File: config.mk
export PLATFORM = sky130hd
export DESIGN_NAME = regfile_wb_arbiter_flat
export DESIGN_NICKNAME = d
export VERILOG_FILES = /design/src/rtl/regfile_pkg.sv /design/src/rtl/regfile_wb_arbiter_if.sv /design/src/rtl/wb_hold_slot.sv /design/src/rtl/regfile_wb_arbiter.sv /design/src/flat_wrapper.sv
export SDC_FILE = /design/constraint.sdc
export NUM_CORES = 1
export LEC_CHECK = 0
export ABC_AREA = 1
export CAP_MARGIN = 20
export CORE_ASPECT_RATIO = 1.4
export CORE_MARGIN = 1.5
export CORE_UTILIZATION = 53
export DETAILED_ROUTE_END_ITERATION = 8
export PLACE_DENSITY = 0.81
export SLEW_MARGIN = 0
export SYNTH_ARGS = -nofsm -noshare
export SYNTH_HDL_FRONTEND = slang
export SYNTH_SLANG_ARGS = --single-unit
File: constraint.sdc
create_clock -name clk -period 2.4 [get_ports clk]
set_clock_uncertainty 0.15 [all_clocks]
set_input_delay 0.36 -clock clk [delete_from_list [all_inputs] [get_ports clk]]
set_output_delay 0.36 -clock clk [all_outputs]
set_load 0.01 [all_outputs]
File: src/rtl/regfile_pkg.sv
// Shared defaults and types for the register-file write-back path.
package regfile_pkg;

    localparam int unsigned DEF_WIDTH = 32;
    localparam int unsigned DEF_DEPTH = 32;
    localparam int unsigned DEF_AW    = $clog2(DEF_DEPTH);

    localparam logic [DEF_AW-1:0] ZERO_ADDR = '0;

    typedef struct packed {
        logic [DEF_AW-1:0]    addr;
        logic [DEF_WIDTH-1:0] data;
    } wb_entry_t;

endpackage

File: src/rtl/regfile_wb_arbiter_if.sv
// Producer handshakes, register-file write port and decode hazard lookup of the write-back arbiter.
interface regfile_wb_arbiter_if
    import regfile_pkg::*;
#(
    parameter int unsigned WIDTH = DEF_WIDTH,
    parameter int unsigned DEPTH = DEF_DEPTH
);
    localparam int unsigned AW = $clog2(DEPTH);

    logic             alu_valid;
    logic             alu_ready;
    logic [AW-1:0]    alu_addr;
    logic [WIDTH-1:0] alu_data;
    logic             ld_valid;
    logic             ld_ready;
    logic [AW-1:0]    ld_addr;
    logic [WIDTH-1:0] ld_data;
    logic             we;
    logic [AW-1:0]    waddr0;
    logic [WIDTH-1:0] wdata;
    logic [AW-1:0]    raddr0;
    logic [AW-1:0]    raddr1;
    logic             pend0;
    logic             pend1;

    // Producer / decode side.
    modport master (
        output alu_valid, alu_addr, alu_data,
        output ld_valid, ld_addr, ld_data,
        output raddr0, raddr1,
        input  alu_ready, ld_ready,
        input  we, waddr0, wdata,
        input  pend0, pend1
    );

    // Arbiter side.
    modport slave (
        input  alu_valid, alu_addr, alu_data,
        input  ld_valid, ld_addr, ld_data,
        input  raddr0, raddr1,
        output alu_ready, ld_ready,
        output we, waddr0, wdata,
        output pend0, pend1
    );

endinterface

File: src/rtl/wb_hold_slot.sv
// Single-entry holding slot; can drain and refill on the same edge.
module wb_hold_slot
    import regfile_pkg::*;
#(
    parameter type entry_t = wb_entry_t
) (
    input  logic   clk,
    input  logic   rst_n,
    input  logic   in_valid,
    input  entry_t in_entry,
    input  logic   drain,
    output logic   ready,
    output logic   held,
    output entry_t entry
);

    logic   held_q;
    entry_t entry_q;

    always_comb begin
        ready = !held_q || drain;
        held  = held_q;
        entry = entry_q;
    end

    always_ff @(posedge clk or negedge rst_n) begin
        if (!rst_n) begin
            held_q  <= 1'b0;
            entry_q <= '0;
        end else if (in_valid && ready) begin
            held_q  <= 1'b1;
            entry_q <= in_entry;
        end else if (drain) begin
            held_q  <= 1'b0;
        end
    end

endmodule

File: src/rtl/regfile_wb_arbiter.sv
// Age-ordered merge of ALU and load results onto the register file write port,
// with read-after-write pending flags for decode.
module regfile_wb_arbiter
    import regfile_pkg::*;
#(
    parameter int unsigned WIDTH    = DEF_WIDTH,
    parameter int unsigned DEPTH    = DEF_DEPTH,
    parameter bit          ZERO_REG = 1'b1
) (
    input logic                 clk,
    input logic                 rst_n,
    regfile_wb_arbiter_if.slave bus
);

    localparam int unsigned AW = $clog2(DEPTH);

    typedef struct packed {
        logic [AW-1:0]    addr;
        logic [WIDTH-1:0] data;
    } entry_t;

    entry_t alu_in, ld_in, alu_q, ld_q, gnt_entry;
    logic   alu_held, ld_held, alu_rdy, ld_rdy;
    logic   alu_grant, ld_grant, any_grant;
    logic   alu_cap, ld_cap;
    logic   ld_older_q, ld_older_d;

    logic             we_q;
    logic [AW-1:0]    waddr_q;
    logic [WIDTH-1:0] wdata_q;

    always_comb begin
        alu_in = '{addr: bus.alu_addr, data: bus.alu_data};
        ld_in  = '{addr: bus.ld_addr, data: bus.ld_data};
    end

    wb_hold_slot #(
        .entry_t (entry_t)
    ) u_alu_slot (
        .clk      (clk),
        .rst_n    (rst_n),
        .in_valid (bus.alu_valid),
        .in_entry (alu_in),
        .drain    (alu_grant),
        .ready    (alu_rdy),
        .held     (alu_held),
        .entry    (alu_q)
    );

    wb_hold_slot #(
        .entry_t (entry_t)
    ) u_ld_slot (
        .clk      (clk),
        .rst_n    (rst_n),
        .in_valid (bus.ld_valid),
        .in_entry (ld_in),
        .drain    (ld_grant),
        .ready    (ld_rdy),
        .held     (ld_held),
        .entry    (ld_q)
    );

    // Grant looks only at slot state so ready never depends on valid.
    always_comb begin
        alu_grant = alu_held && (!ld_held || !ld_older_q);
        ld_grant  = ld_held && (!alu_held || ld_older_q);
        any_grant = alu_grant || ld_grant;
        gnt_entry = ld_grant ? ld_q : alu_q;
        alu_cap   = bus.alu_valid && alu_rdy;
        ld_cap    = bus.ld_valid && ld_rdy;
    end

    // The slot that stays (or is written first on a tie) is the older one.
    always_comb begin
        ld_older_d = ld_older_q;
        if (alu_cap && ld_cap) begin
            ld_older_d = 1'b1;
        end else if (alu_cap && ld_held) begin
            ld_older_d = 1'b1;
        end else if (ld_cap && alu_held) begin
            ld_older_d = 1'b0;
        end
    end

    always_ff @(posedge clk or negedge rst_n) begin
        if (!rst_n) begin
            ld_older_q <= 1'b0;
        end else begin
            ld_older_q <= ld_older_d;
        end
    end

    always_ff @(posedge clk or negedge rst_n) begin
        if (!rst_n) begin
            we_q    <= 1'b0;
            waddr_q <= '0;
            wdata_q <= '0;
        end else begin
            we_q <= any_grant && !(ZERO_REG && (gnt_entry.addr == AW'(ZERO_ADDR)));
            if (any_grant) begin
                waddr_q <= gnt_entry.addr;
                wdata_q <= gnt_entry.data;
            end
        end
    end

    function automatic logic pend_hit(input logic [AW-1:0] ra,
                                      input logic a_held, input logic [AW-1:0] a_addr,
                                      input logic l_held, input logic [AW-1:0] l_addr,
                                      input logic w_en, input logic [AW-1:0] w_addr);
        logic hit;
        hit = (a_held && (a_addr == ra)) || (l_held && (l_addr == ra)) ||
              (w_en && (w_addr == ra));
        return hit && !(ZERO_REG && (ra == AW'(ZERO_ADDR)));
    endfunction

    always_comb begin
        bus.alu_ready = alu_rdy;
        bus.ld_ready  = ld_rdy;
        bus.we        = we_q;
        bus.waddr0    = waddr_q;
        bus.wdata     = wdata_q;
        bus.pend0     = pend_hit(bus.raddr0, alu_held, alu_q.addr, ld_held, ld_q.addr,
                                 we_q, waddr_q);
        bus.pend1     = pend_hit(bus.raddr1, alu_held, alu_q.addr, ld_held, ld_q.addr,
                                 we_q, waddr_q);
    end

endmodule

File: src/flat_wrapper.sv
// flat-port wrapper written by rule: the top's interface ports become plain ports
module regfile_wb_arbiter_flat import regfile_pkg::*;
#(
    parameter int unsigned WIDTH    = DEF_WIDTH,
    parameter int unsigned DEPTH    = DEF_DEPTH,
    parameter bit          ZERO_REG = 1'b1
)
  (clk, rst_n, bus_alu_valid, bus_alu_addr, bus_alu_data, bus_ld_valid, bus_ld_addr, bus_ld_data, bus_raddr0, bus_raddr1, bus_alu_ready, bus_ld_ready, bus_we, bus_waddr0, bus_wdata, bus_pend0, bus_pend1);
  regfile_wb_arbiter_if #(.WIDTH(WIDTH), .DEPTH(DEPTH)) bus_i ();
  input logic clk;
  input logic rst_n;
  input wire logic [$bits(bus_i.alu_valid)-1:0] bus_alu_valid;
  input wire logic [$bits(bus_i.alu_addr)-1:0] bus_alu_addr;
  input wire logic [$bits(bus_i.alu_data)-1:0] bus_alu_data;
  input wire logic [$bits(bus_i.ld_valid)-1:0] bus_ld_valid;
  input wire logic [$bits(bus_i.ld_addr)-1:0] bus_ld_addr;
  input wire logic [$bits(bus_i.ld_data)-1:0] bus_ld_data;
  input wire logic [$bits(bus_i.raddr0)-1:0] bus_raddr0;
  input wire logic [$bits(bus_i.raddr1)-1:0] bus_raddr1;
  output wire logic [$bits(bus_i.alu_ready)-1:0] bus_alu_ready;
  output wire logic [$bits(bus_i.ld_ready)-1:0] bus_ld_ready;
  output wire logic [$bits(bus_i.we)-1:0] bus_we;
  output wire logic [$bits(bus_i.waddr0)-1:0] bus_waddr0;
  output wire logic [$bits(bus_i.wdata)-1:0] bus_wdata;
  output wire logic [$bits(bus_i.pend0)-1:0] bus_pend0;
  output wire logic [$bits(bus_i.pend1)-1:0] bus_pend1;
  assign bus_i.alu_valid = bus_alu_valid;
  assign bus_i.alu_addr = bus_alu_addr;
  assign bus_i.alu_data = bus_alu_data;
  assign bus_i.ld_valid = bus_ld_valid;
  assign bus_i.ld_addr = bus_ld_addr;
  assign bus_i.ld_data = bus_ld_data;
  assign bus_i.raddr0 = bus_raddr0;
  assign bus_i.raddr1 = bus_raddr1;
  assign bus_alu_ready = bus_i.alu_ready;
  assign bus_ld_ready = bus_i.ld_ready;
  assign bus_we = bus_i.we;
  assign bus_waddr0 = bus_i.waddr0;
  assign bus_wdata = bus_i.wdata;
  assign bus_pend0 = bus_i.pend0;
  assign bus_pend1 = bus_i.pend1;
  regfile_wb_arbiter #(.WIDTH(WIDTH), .DEPTH(DEPTH), .ZERO_REG(ZERO_REG)) u_core (.clk(clk), .rst_n(rst_n), .bus(bus_i));
endmodule
=== Word-level counts from Yosys, hierarchy flattened ===
Cells that the tools add are included.

* Register bits: 115
* Output and inout bits: 42
* Input bits: 88

* Muxes and demuxes: 8
* Equality and inequality tests: 6
* Reduce and logical (&&, ||, !) cells: 37

{| class="wikitable"
|+ Operators with widths
! kind !! number
|-
| $mux W37 || 1
|-
| $eq A5 B5 Y1 || 6
|-
| $logic_and A1 B1 Y1 || 16
|-
| $logic_not A5 Y1 || 3
|-
| $logic_or A1 B1 Y1 || 9
|-
| $mux W1 || 7
|-
| $logic_not A1 Y1 || 6
|-
| $reduce_bool A2 Y1 || 2
|-
| $reduce_bool A3 Y1 || 1
|}

=== Logic depth before layout (Yosys ltp) ===
Gate-level depths: netlist of run 1.

* Word-level depth: 9
* Gate-level depth with buffers: 8

=== Modules after synthesis ===
A second synthesis of run 1 with hierarchy kept.

* Cell total of the unflattened synthesis: 728
* Area total of the unflattened synthesis: 5,487.8 um^2

{| class="wikitable"
|+ By module, submodules not included
! module !! sequential area each (um^2) !! times used !! cells each !! area an instance (um^2)
|-
| wb_hold_slot || 950.9 || 2 || 165 || 1,521.5
|-
| regfile_wb_arbiter || 975.9 || 1 || 398 || 2,444.8
|}

=== Worst setup path before layout of run 1 ===
No wires, ideal clock.

* Kind: register to output
* Start point: reg u_core.u_alu_slot.held_q, in the netlist u_core.u_alu_slot.held
* End point: out bus_pend0
* Path slack: 833 ps
* Arrival time: 1,057 ps
* Stages on the path, launching flop included: 9
* Buffers on the path: 2
* Cells stage by stage: dfrtp_1 > buf_2 > buf_2 > nand2_1 > nor2_1 > nand3_1 > nand3_1 > nand2_1 > inv_1

* Longest elaborated chain between the ends: 4

{| class="wikitable"
|+ RTL lines
! what !! line !! text
|-
| start: declaration || wb_hold_slot.sv:17 || <nowiki>logic held_q;</nowiki>
|-
| start signal: assignment || wb_hold_slot.sv:28 || <nowiki>held_q <= 1'b0;</nowiki>
|-
| start signal: assignment || wb_hold_slot.sv:31 || <nowiki>held_q <= 1'b1;</nowiki>
|-
| start signal: assignment || wb_hold_slot.sv:34 || <nowiki>held_q <= 1'b0;</nowiki>
|-
| $logic_and A1 B1 Y1 || regfile_wb_arbiter.sv:112 || <nowiki>hit = (a_held && (a_addr == ra)) || (l_held && (l_addr == ra)) ||</nowiki>
|-
| $logic_or A1 B1 Y1 (2 in a row) || regfile_wb_arbiter.sv:112 ||
|-
| $logic_and A1 B1 Y1 || regfile_wb_arbiter.sv:114 || <nowiki>return hit && !(ZERO_REG && (ra == AW'(ZERO_ADDR)));</nowiki>
|-
| end: declaration || flat_wrapper.sv:25 || <nowiki>output wire logic [$bits(bus_i.pend0)-1:0] bus_pend0;</nowiki>
|}

No other way between the ends.

=== Worst setup path in the final report of run 1 ===
* Start point: reg u_core.u_ld_slot.held_q, in the netlist u_core.u_ld_slot.held
* End point: out bus_ld_ready

* Longest elaborated chain between the ends: 2
* Elaborated cells between the ends (all ways): 3

{| class="wikitable"
|+ RTL lines
! what !! line !! text
|-
| start: declaration || wb_hold_slot.sv:17 ||
|-
| start signal: assignment || wb_hold_slot.sv:28 ||
|-
| start signal: assignment || wb_hold_slot.sv:31 ||
|-
| start signal: assignment || wb_hold_slot.sv:34 ||
|-
| $logic_not A1 Y1 or $logic_and A1 B1 Y1 (tied branches) || wb_hold_slot.sv:21, regfile_wb_arbiter.sv:66 ||
|-
| $logic_or A1 B1 Y1 * || wb_hold_slot.sv:21 || <nowiki>ready = !held_q || drain;</nowiki>
|-
| end: declaration || flat_wrapper.sv:21 || <nowiki>output wire logic [$bits(bus_i.ld_ready)-1:0] bus_ld_ready;</nowiki>
|}

Every way passes the cells marked *; elsewhere a longest branch is shown, timed or not.

==> results of run 1 <==
sequential cells by signal, summed over array words and instances (netlist names):
register                 cells
u_core.u_ld_slot.entry      37
u_core.bus.waddr0            5
u_core.u_alu_slot.held       1
u_core.bus.wdata            32
u_core.bus.we                1
u_core.ld_older_q            1
u_core.u_alu_slot.entry     37
u_core.u_ld_slot.held        1
cell type report:
cell class,instances,area share
sequential,115,0.4006
inverter,54,0.02822
tap,110,0.01916
multi-input combinational,390,0.2691
clock buffer,23,0.06654
timing repair buffer,150,0.2052
clock inverter,9,0.01115
power groups by stage:
stage          logic, mW  registers, mW  clock network [mW]
3_5_place_dp        2.49           2.95                   0
3_3_place_gp        2.43           2.93                   0
2_1_floorplan       1.11           2.99                   0
6_report            2.54           2.95                2.34
4_1_cts             2.55           2.94                2.36
5_1_grt             2.77           3.00                2.45
path summary, 6_finish.rpt:
check,to,start
max,bus_ld_ready,u_core.u_ld_slot.held
min,u_core.u_alu_slot.entry[28],u_core.u_alu_slot.entry[28]
max reg2reg,u_core.u_ld_slot.entry[35],u_core.u_ld_slot.held
min reg2reg,u_core.u_alu_slot.entry[28],u_core.u_alu_slot.entry[28]
max in group asynchronous,u_core.u_ld_slot.entry[22],rst_n
min in group asynchronous,u_core.u_alu_slot.entry[10],rst_n
cells in the final DEF (no fill, tap or decap), drive strengths merged:
master         instances
a21oi                  5
buf                   21
bufinv                 1
clkbuf                23
clkdlybuf4s50        118
clkinv                 4
clkinvlp               4
dfrtp                115
dlygate4sd2           10
dlygate4sd3            1
inv                   54
mux2                  32
nand2                224
nand3                 31
nor2                  33
nor3                   2
o211ai                24
o21ai                 39
metrics by stage:
| step | setup WS (ns) | std cells | hold WS [ns] |
|---|---|---|---|
| 2_1_floorplan | 0.8329 | 583 | -0.08559 |
| 3_3_place_gp | -0.2718 | 816 | 0.2305 |
| 3_5_place_dp | -0.2475 | 816 | 0.2445 |
| 4_1_cts | 0.1059 | 851 | 0.3308 |
| 5_1_grt | 0.03426 | 851 | 0.3486 |
| 6_report | 0.1240 | 851 | 0.3328 |
repair_timing:
action                     4_1_cts  5_1_grt
resized for setup               17        0
hold buffers                     1        0
hold endpoints to repair        40        0
buffers inserted                 2        0
setup endpoints to repair        2        0
kinds of logic (layout without fill, tap and decap cells):
kind of cell,count (synthesis),in the layout
AND/OR/NAND/NOR,290,290
flip-flops,115,115
buffers and inverters,78,236
AO/OA/AOI/OAI,68,68
multiplexers,32,32
per-layer routing:
layer	GRT usage	vias up	wire length, um
met5	0	-	0
met4	0.1542	0	535
met3	0.05640	40	753
met2	0.5256	203	7864
met1	0.3515	2203	5619
li1	-	2146	-
critical path: stages, from the launching register on:
cell and delay [ns]:
dfrtp_1 0.45, buf_4 0.20, nand3_2 0.13, clkdlybuf4s50_1 0.58
==> impl_results.md, run 1 <==
* Register Area at 2878 um2
* Final Hold Vio Count at 0
* Simple-gate share of the synthesized area at 0.2248
* Synth cell count leaders: nand2_1, dfrtp_1, inv_1, o21ai_0, nor2_1
* Total power at 7.826 mW
* Critical Path AT at 1.77 ns
* Async S/R FF share, synth at 1.000
* Avg Cell Area, Syn at 8.812 um2
* Largest net degree at the start of global routing at 47
* Synth Register Bits at 115
* Setup CP Type: flop to primary output
* Gpl congestion at 0.9351
* Placed cell areas at 6600 um2
* Nets at 816
* Post-synth top area share at 0.5602
* Slew Limit Fails at 0
* FF-to-FF path depth at 6
* Count leader, synth: nand2_1
* Period utilization at 0.9483
* Via count at 4592
* Psw at 2.595 mW
* Primary FF master, synth: dfrtp_1
* Cells after synthesis at 583
* Run status: finished clean
* Clk sink count at 115
* Final WL at 14770 um
* Top Ports at 130
* First-pass GRT wire length at 23750 um
* Drt first-iter violations at 327
* Cell area after synthesis at 5137 um2
* Worst skew pair latency at 0.41 ns
* Setup_tns at 0 ns
* GRT overflow at 0
* Worst Path Required at 1.89 ns
* Power Density at 1089 nW/um2
* Ant. Diodes at 0
* First-pass iteration count of the detailed router at 5
* Crit end category: primary output
* Max VDD drop at 0.6505 mV
* Hold Path Class: flop to flop
* Crit path max fanout at 6
* Initial antenna violation count at 0
* CTS tree: yes
* Clk pin slew, worst setup/hold paths at 0.05 ns
* Slew HR at 0.6204
* Static leakage at 3.419 nW
* Vias per cell at 5.396
* Startpoint types: flop
* Share of layout cells above drive strength 1 at 0.09312
* Die area at 10300 um2
* Internal Power at 5.231 mW
* Core Util, Final at 0.7594
* Footprint of the multi-input gates at 1933 um2
* Post-synthesis adder-cell area fraction at 0
* Gr usage total at 0.3019
* Worst-Margin Slew at 0.5695 ns
* Area contributors post-synth: dfrtp_1, nand2_1, mux2_1
* Net Count, Synth at 671
* Post-route DRC at 0
* Dpl hpwl at 9795 um
* Final min period at 2.276 ns
* Row cnt at 42
* Initial Utilization at 0.5431
* Clock buffer depth at 2
* Filler cell count at 661
* Unrepaired setup endpoints after global routing: no
* Number of synthesized flops with an enable pin at 0
* Core area at 9459 um2
* Yosys top cell by area: dfrtp_1
* CTS Buf Count at 17
* Xor-xnor portion of the synthesized cell area at 0
* Synth warn at 0
* Mux cell area share after synthesis at 0.07014
* Final Instance Area at 7183 um2
* Yosys cell types at 21
* Final setup viols at 0
* Antenna Nets Post-Route at 0
* DIE WIDTH at 86.21 um
* Logic gate share of total power at 0.325
* # port buffers at 129
* R2r setup slk at 0.41 ns
* Hold Path Cell Cnt at 2
* Root buf cell: clkbuf_16
* Sequential area share after synthesis at 0.5602
* Synth Area in Compound Gates at 0.07793
* Total of max-cap violations at 0
* Routed WL per cell at 17.36 um
* Fmax at 439.4 MHz
* Die H at 119.5 um
* Part of the power in the clock network at 0.299
* Area delta synth->final at 39.82%
* # H-tree levels at 4
* Vias in the first global route at 4910
* Largest family of logic cells by synthesized area: simple AND/OR/NAND/NOR gates
* Sequential share of power at 0.376
* Sw frac at 0.3316
Power figures use the tool's default switching activity.
==> run 2, diff against run 1 <==
--- a/config.mk
+++ b/config.mk
@@ -9,9 +9,10 @@
 export CAP_MARGIN = 20
 export CORE_ASPECT_RATIO = 1.4
 export CORE_MARGIN = 1.5
-export CORE_UTILIZATION = 53
+export CORE_UTILIZATION = 65
 export DETAILED_ROUTE_END_ITERATION = 8
-export PLACE_DENSITY = 0.81
+export DONT_BUFFER_PORTS = 1
+export PLACE_DENSITY = 0.77
 export SLEW_MARGIN = 0
 export SYNTH_ARGS = -nofsm -noshare
 export SYNTH_HDL_FRONTEND = slang
==> run 2 against run 1 <==
Net effect:
- the flow now finishes with violations (negative hold slack)
- die area shrank 18%
- sequential share of layout area grew 4.2 points
- sequential power is 7.8% higher
- critical path depth grew 1
- cell count fell by 9.4%
- combinational power decreased by 38%
- via count is 1.7% lower
- non-clock buffer count decreased by 70
- flip-flop and latch count is the same
- utilization rose by 8.6 points
- critical path type is now flop to flop
- largest power group unchanged
==> impl_results.md, run 2 (synthesis results as in run 1) <==
* Worst Path Required at 2.57 ns (+0.68 ns)
* Most frequent cells in the layout: nand2_1, dfrtp_1, dlygate4sd3_1, inv_1, o21ai_0
* R2r setup slk at 0.13 ns (-0.28 ns)
* Setup Fix Bufs, Post-CTS at 0 (-2)
* Hold Path Class: primary input to async pin
* Drt first-iter violations at 499 (+53%)
* Worst-Margin Slew at 1.048 ns (+0.4781 ns)
* Slew Limit Fails at 0 (unchanged)
* Nets at 746 (-8.6%)
* Root buf cell: clkbuf_8
* Gpl congestion at 0.9556 (+2.2%)
* Area delta synth->final at 26.69%
* Hold WS at -0.6223 ns (-0.9550 ns)
* Largest net degree at the start of global routing at 116 (+150%)
* Initial antenna violation count at 0 (unchanged)
* Final min period at 2.266 ns (-0.01046 ns)
* Row cnt at 38 (-9.5%)
* Final setup viols at 0 (unchanged)
* Worst r2r src: u_core.u_ld_slot.held
* Ant. Diodes at 0 (unchanged)
* Critical Path AT at 2.43 ns (+0.66 ns)
* Run status: finished, violations left
* Die H at 108.2 um (-9.5%)
* Unrepaired setup endpoints after global routing: no
* Clock buffer depth at 2 (unchanged)
* Core area at 7702 um2 (-19%)
* Top Usage Layer GRT: met2
* GR Util met3 at 0.1089 (+0.05246)
* Die area at 8453 um2 (-18%)
* Startpoint types: flop
* DIE WIDTH at 78.14 um (-9.4%)
* Power Density at 1119 nW/um2 (+2.7%)
* Dpl hpwl at 7962 um (-19%)
* Max VDD drop at 1.176 mV (+81%)
* Total of max-cap violations at 0 (unchanged)
* Crit-path cells: nand3_2 -> nand2_1 -> inv_2 -> o21ai_0
* Antenna Nets Post-Route at 0 (unchanged)
* M2 GR Usage at 0.6385 (+0.1129)
* CTS tree: yes
* GRT overflow at 0 (unchanged)
* Crit end category: flop
* # port buffers at 0 (-100%)
* CP max stage cell: inv_2
* Period utilization at 0.9440 (-0.004358)
* Fmax at 441.4 MHz (+0.46%)
* Slew HR at 0.3006 (-0.3197)
* Share of layout cells above drive strength 1 at 0.07303 (-0.02009)
* Worst path max stage delay at 0.77 ns (+0.19 ns)
* # H-tree levels at 4 (unchanged)
* Clk pin slew, worst setup/hold paths at 0.06 ns (about the same)
* CTS Buf Count at 17 (unchanged)
* Grt met1 use at 0.4492 (+0.09764)
* Clk sink count at 115 (unchanged)
* Post-route DRC at 0 (unchanged)
* Finished Layout Cells at 771 (-9.4%)
* Initial Utilization at 0.6670 (+0.1239)
* Vias in the first global route at 4670 (-4.9%)
* Failing checks: negative hold slack
* Final WL at 15270 um (+3.4%)
* First-pass iteration count of the detailed router at 5 (unchanged)
* Static leakage at 3.138 nW (-8.2%)
* FF-to-FF End: u_core.u_alu_slot.entry[0]
* Routed WL per cell at 19.81 um (+14%)
* Via count at 4514 (-1.7%)
* First-pass GRT wire length at 23940 um (+0.82%)
* Cts-stage hold buffer count at 75 (+74)
* Vias per cell at 5.855 (+8.5%)
* Setup CP Type: flop to flop
* Setup_tns at 0 ns (unchanged)
* Most common cell after layout, fill and taps aside: nand2_1
* Crit path max fanout at 66 (+60)
* FF-to-FF path depth at 4 (-2)
* Top Ports at 130 (unchanged)
* Worst skew pair latency at 0.52 ns (+0.11 ns)
* Placed Cells at 664 (-19%)
* Final Hold Vio Count at 115 (+115)
* Gr usage total at 0.3808 (+0.07892)
run 2: worst max-delay path by stage:
stage / to / slack [ns] / from / cells past startpoint
floorplan: bus_pend0 / 0.83 / u_core.u_alu_slot.held / 8
global placement: u_core.u_ld_slot.entry[31] / 0.39 / u_core.u_ld_slot.held / 3
detailed placement: u_core.u_alu_slot.entry[21] / 0.33 / u_core.u_ld_slot.held / 5
CTS: bus_pend0 / 0.14 / u_core.u_ld_slot.held / 6
global route: u_core.u_alu_slot.entry[0] / 0.05 / u_core.u_ld_slot.held / 5
finish: u_core.u_alu_slot.entry[0] / 0.13 / u_core.u_ld_slot.held / 4
run 2: through the flow:
step | power (mW) | instance area [um2] | worst slack [ns] | util
3_5_place_dp | 4.514 | 5164 | 0.3339 | 0.6704
4_1_cts | 7.104 | 6509 | 0.1437 | 0.8450
5_1_grt | 7.585 | 6509 | 0.04646 | 0.8450
6_report | 7.282 | 6509 | 0.1344 | 0.8450
2_1_floorplan | 4.105 | 5137 | 0.8329 | -
3_3_place_gp | 4.443 | 5164 | 0.3923 | 0.6704
run 2: worst max-delay path: cells and delay by family (launching register included):
| family | cells | cell delay, ns |
|---|---|---|
| and+or+nand+nor | 2 | 0.32 |
| buffers and inverters | 1 | 0.77 |
| AOI/OAI and AO/OA | 1 | 0.29 |
| DFF | 1 | 0.52 |
run 2: where the power goes:
part | total [mW] | internal (mW) | leakage, nW | switching (mW)
clock network | 2.52 | 1.59 | 0.279 | 0.937
registers | 3.18 | 2.54 | 1.38 | 0.648
logic | 1.57 | 0.569 | 1.48 | 1.00
run 2: cell type report:
type | instances | area, um2
Fill cell | 412 | 1194
Multi-Input combinational cell | 390 | 1921
Sequential cell | 115 | 2878
Timing Repair Buffer | 80 | 788.3
Clock inverter | 11 | 125.1
Clock buffer | 21 | 469.2
Inverter | 54 | 202.7
Tap cell | 100 | 125.1
run 2: per-layer routing:
layer,vias to the layer above,share of wire,routed length (um)
li1,2004,-,-
met1,2160,0.37,5588
met3,57,0.087,1324
met2,293,0.51,7785
met5,-,0,0
met4,0,0.037,572
run 2: what timing repair did:
action,in CTS,in global routing
endpoints found under the setup margin,0,0
resized for setup,0,0
endpoints found under the hold margin,190,115
==> run 3, diff against run 2 <==
--- a/config.mk
+++ b/config.mk
@@ -12,7 +12,9 @@
 export CORE_UTILIZATION = 65
 export DETAILED_ROUTE_END_ITERATION = 8
 export DONT_BUFFER_PORTS = 1
-export PLACE_DENSITY = 0.77
+export GPL_TIMING_DRIVEN = 0
+export PLACE_DENSITY_LB_ADDON = 0.3
+export SKIP_LAST_GASP = 1
 export SLEW_MARGIN = 0
 export SYNTH_ARGS = -nofsm -noshare
 export SYNTH_HDL_FRONTEND = slang
==> run 3 against run 2 <==
Net effect:
- the flow still finishes with violations (negative hold slack)
- total power is 1.4% lower
- routed wire length is 3.3% higher
- first-iteration DRC count is 1.0% higher
- critical path depth is 4 higher
- sequential share of layout area is 0.50 points lower
- combinational power is 6% higher
- worst hold slack better by 0.0098 ns
- die area stayed put
- maximum frequency is 2.0% lower
- largest cell class unchanged
- highest routed layer unchanged
==> impl_results.md, run 3 (synthesis results as in run 1) <==
* Core area at 7702 um2 (unchanged)
* First-pass GRT wire length at 24710 um (+3.2%)
* Worst Path Required at 1.89 ns (-0.68 ns)
* Dpl hpwl at 8648 um (+8.6%)
* Fmax at 432.4 MHz (-2.0%)
* Gr usage total at 0.3944 (+0.01353)
* Place WS at 0.5741 ns (+0.2402 ns)
* Unrepaired setup endpoints after global routing: no
* Core Util, Final at 0.8548 (+0.009747)
* Most frequent cells in the layout: nand2_1, dfrtp_1, dlygate4sd3_1, inv_1, o21ai_0
* Critical Path AT at 1.80 ns (-0.63 ns)
* Crit end category: primary output
* Filler cell count at 375 (-9.0%)
* Die area at 8453 um2 (unchanged)
* Drt first-iter violations at 504 (+1.0%)
* Share of layout cells above drive strength 1 at 0.08815 (+0.01512)
* Worst skew pair latency at 0.52 ns (about the same)
* Startpoint types: flop
* Total power at 7.180 mW (-1.4%)
* Most common cell after layout, fill and taps aside: nand2_1
* Total of max-cap violations at 0 (unchanged)
* Top Ports at 130 (unchanged)
* Slew Limit Fails at 0 (unchanged)
* Post-route DRC at 0 (unchanged)
* Final min period at 2.313 ns (+0.04735 ns)
* # H-tree levels at 4 (unchanged)
* Clk sink count at 115 (unchanged)
* Clock buffer depth at 2 (unchanged)
* Crit-path leading delay family: buffers and inverters
* Row cnt at 38 (unchanged)
* Slew HR at 0.6267 (+0.3261)
* Crit path max fanout at 10 (-85%)
* Vias per cell at 5.865 (+0.18%)
* Hold Path Class: primary input to async pin
* Worst-Margin Slew at 0.5599 ns (-0.4877 ns)
* Worst path max stage delay at 0.32 ns (-0.45 ns)
* Die H at 108.2 um (unchanged)
* Nets at 767 (+2.8%)
* Crit-path cells: buf_2 -> buf_4 -> nand2_1 -> nor2_1 -> nand3_1 -> nand3_1 -> nand2_1 -> inv_1
* Antenna Nets Post-Route at 0 (unchanged)
* Static leakage at 3.201 nW (+2.0%)
* CTS tree: yes
* Setup_tns at 0 ns (unchanged)
* Via count at 4651 (+3.0%)
* Initial antenna violation count at 1 (+1)
* # port buffers at 0 (unchanged)
* Run status: finished, violations left
* Area delta synth->final at 28.15%
* Max VDD drop at 0.8940 mV (-24%)
* Root buf cell: clkbuf_8
* First-pass iteration count of the detailed router at 5 (unchanged)
* Fin worst setup slack at 0.08707 ns (-0.04735 ns)
* Routed WL per cell at 19.89 um (+0.41%)
* Final setup viols at 0 (unchanged)
* WP buf/inv at 3 (+2)
* CP max stage cell: dfrtp_1
* Cts-stage hold buffer count at 77 (+2.7%)
* Setup CP Type: flop to primary output
* Clk pin slew, worst setup/hold paths at 0.06 ns (about the same)
* Failing checks: negative hold slack
* GRT overflow at 0 (unchanged)
* Final WL at 15770 um (+3.3%)
* Gpl congestion at 0.8611 (-9.9%)
* Final Hold Vio Count at 115 (unchanged)
* Initial Utilization at 0.6670 (unchanged)
* Setup Fix Bufs, Post-CTS at 0 (unchanged)
* Vias in the first global route at 4844 (+3.7%)
* Hold WS at -0.6125 ns (+0.009775 ns)
* Period utilization at 0.9637 (+0.01973)
* DIE WIDTH at 78.14 um (unchanged)
* Power Density at 1091 nW/um2 (-2.5%)
* CTS Buf Count at 17 (unchanged)
* Largest net degree at the start of global routing at 116 (unchanged)
[run 3: changes by cell type in the layout (fill, tap and decap cells not counted), moves of 2 or more]
cell / delta
clkinvlp_4: -2
buf_2: +13
buf_6: +4
buf_4: -3
dlygate4sd3_1: +2
clkbuf_1: +7
clkinv_2: +4
[run 3: where the power goes]
part | switching (mW) | internal (mW)
combinational | 1.05 | 0.618
sequential | 0.651 | 2.54
clock | 0.884 | 1.44
[run 3: final timing paths]
path / cells past startpoint / endpoint / slack (ns) / from
min in group clk: 2 / u_core.u_ld_slot.entry[1] / 0.01 / bus_ld_valid
worst min-delay path: 0 / u_core.u_ld_slot.entry[33] / -0.61 / rst_n
worst max register to register: 5 / u_core.u_ld_slot.entry[31] / 0.27 / u_core.u_alu_slot.held
max in group asynchronous: 0 / u_core.bus.wdata[26] / 2.56 / rst_n
worst max-delay path: 8 / bus_pend0 / 0.09 / u_core.u_alu_slot.held
worst min register to register: 2 / u_core.bus.wdata[24] / 0.33 / u_core.u_ld_slot.entry[24]
[run 3: through the flow]
stage,instances,hold slack [ns],cell area [um2]
2_1_floorplan,583,-0.08559,5137
3_5_place_dp,683,-0.07994,5263
5_1_grt,793,-0.6172,6584
3_3_place_gp,683,-0.08139,5263
6_report,793,-0.6125,6584
4_1_cts,792,-0.6245,6579
[run 3: routing by layer]
metal | vias to the layer above | wire length, um | global-route usage
li1 | 2048 | - | -
met5 | - | 0 | 0
met1 | 2296 | 5780 | 0.4599
met2 | 248 | 8368 | 0.6832
met4 | 0 | 533 | 0.2028
met3 | 59 | 1088 | 0.08608
[run 3: repair_timing]
item                                   in CTS  in global routing
endpoints found under the hold margin     190                115
setup endpoints to repair                   0                  1
gates resized for setup                     0                  2
[run 3: cell type report]
cell class              instances  area [um2]  share of cell area
clock buffers                  22       462.9             0.07032
well taps                     100       125.1             0.01900
multi-input cells             390        1916              0.2910
repair buffers                 77       770.7              0.1171
plain buffers                  24       143.9             0.02185
flip-flops and latches        115        2878              0.4371
diodes                          1       2.502           0.0003801
inverters                      54       202.7             0.03079
clock inverters                10       82.58             0.01254
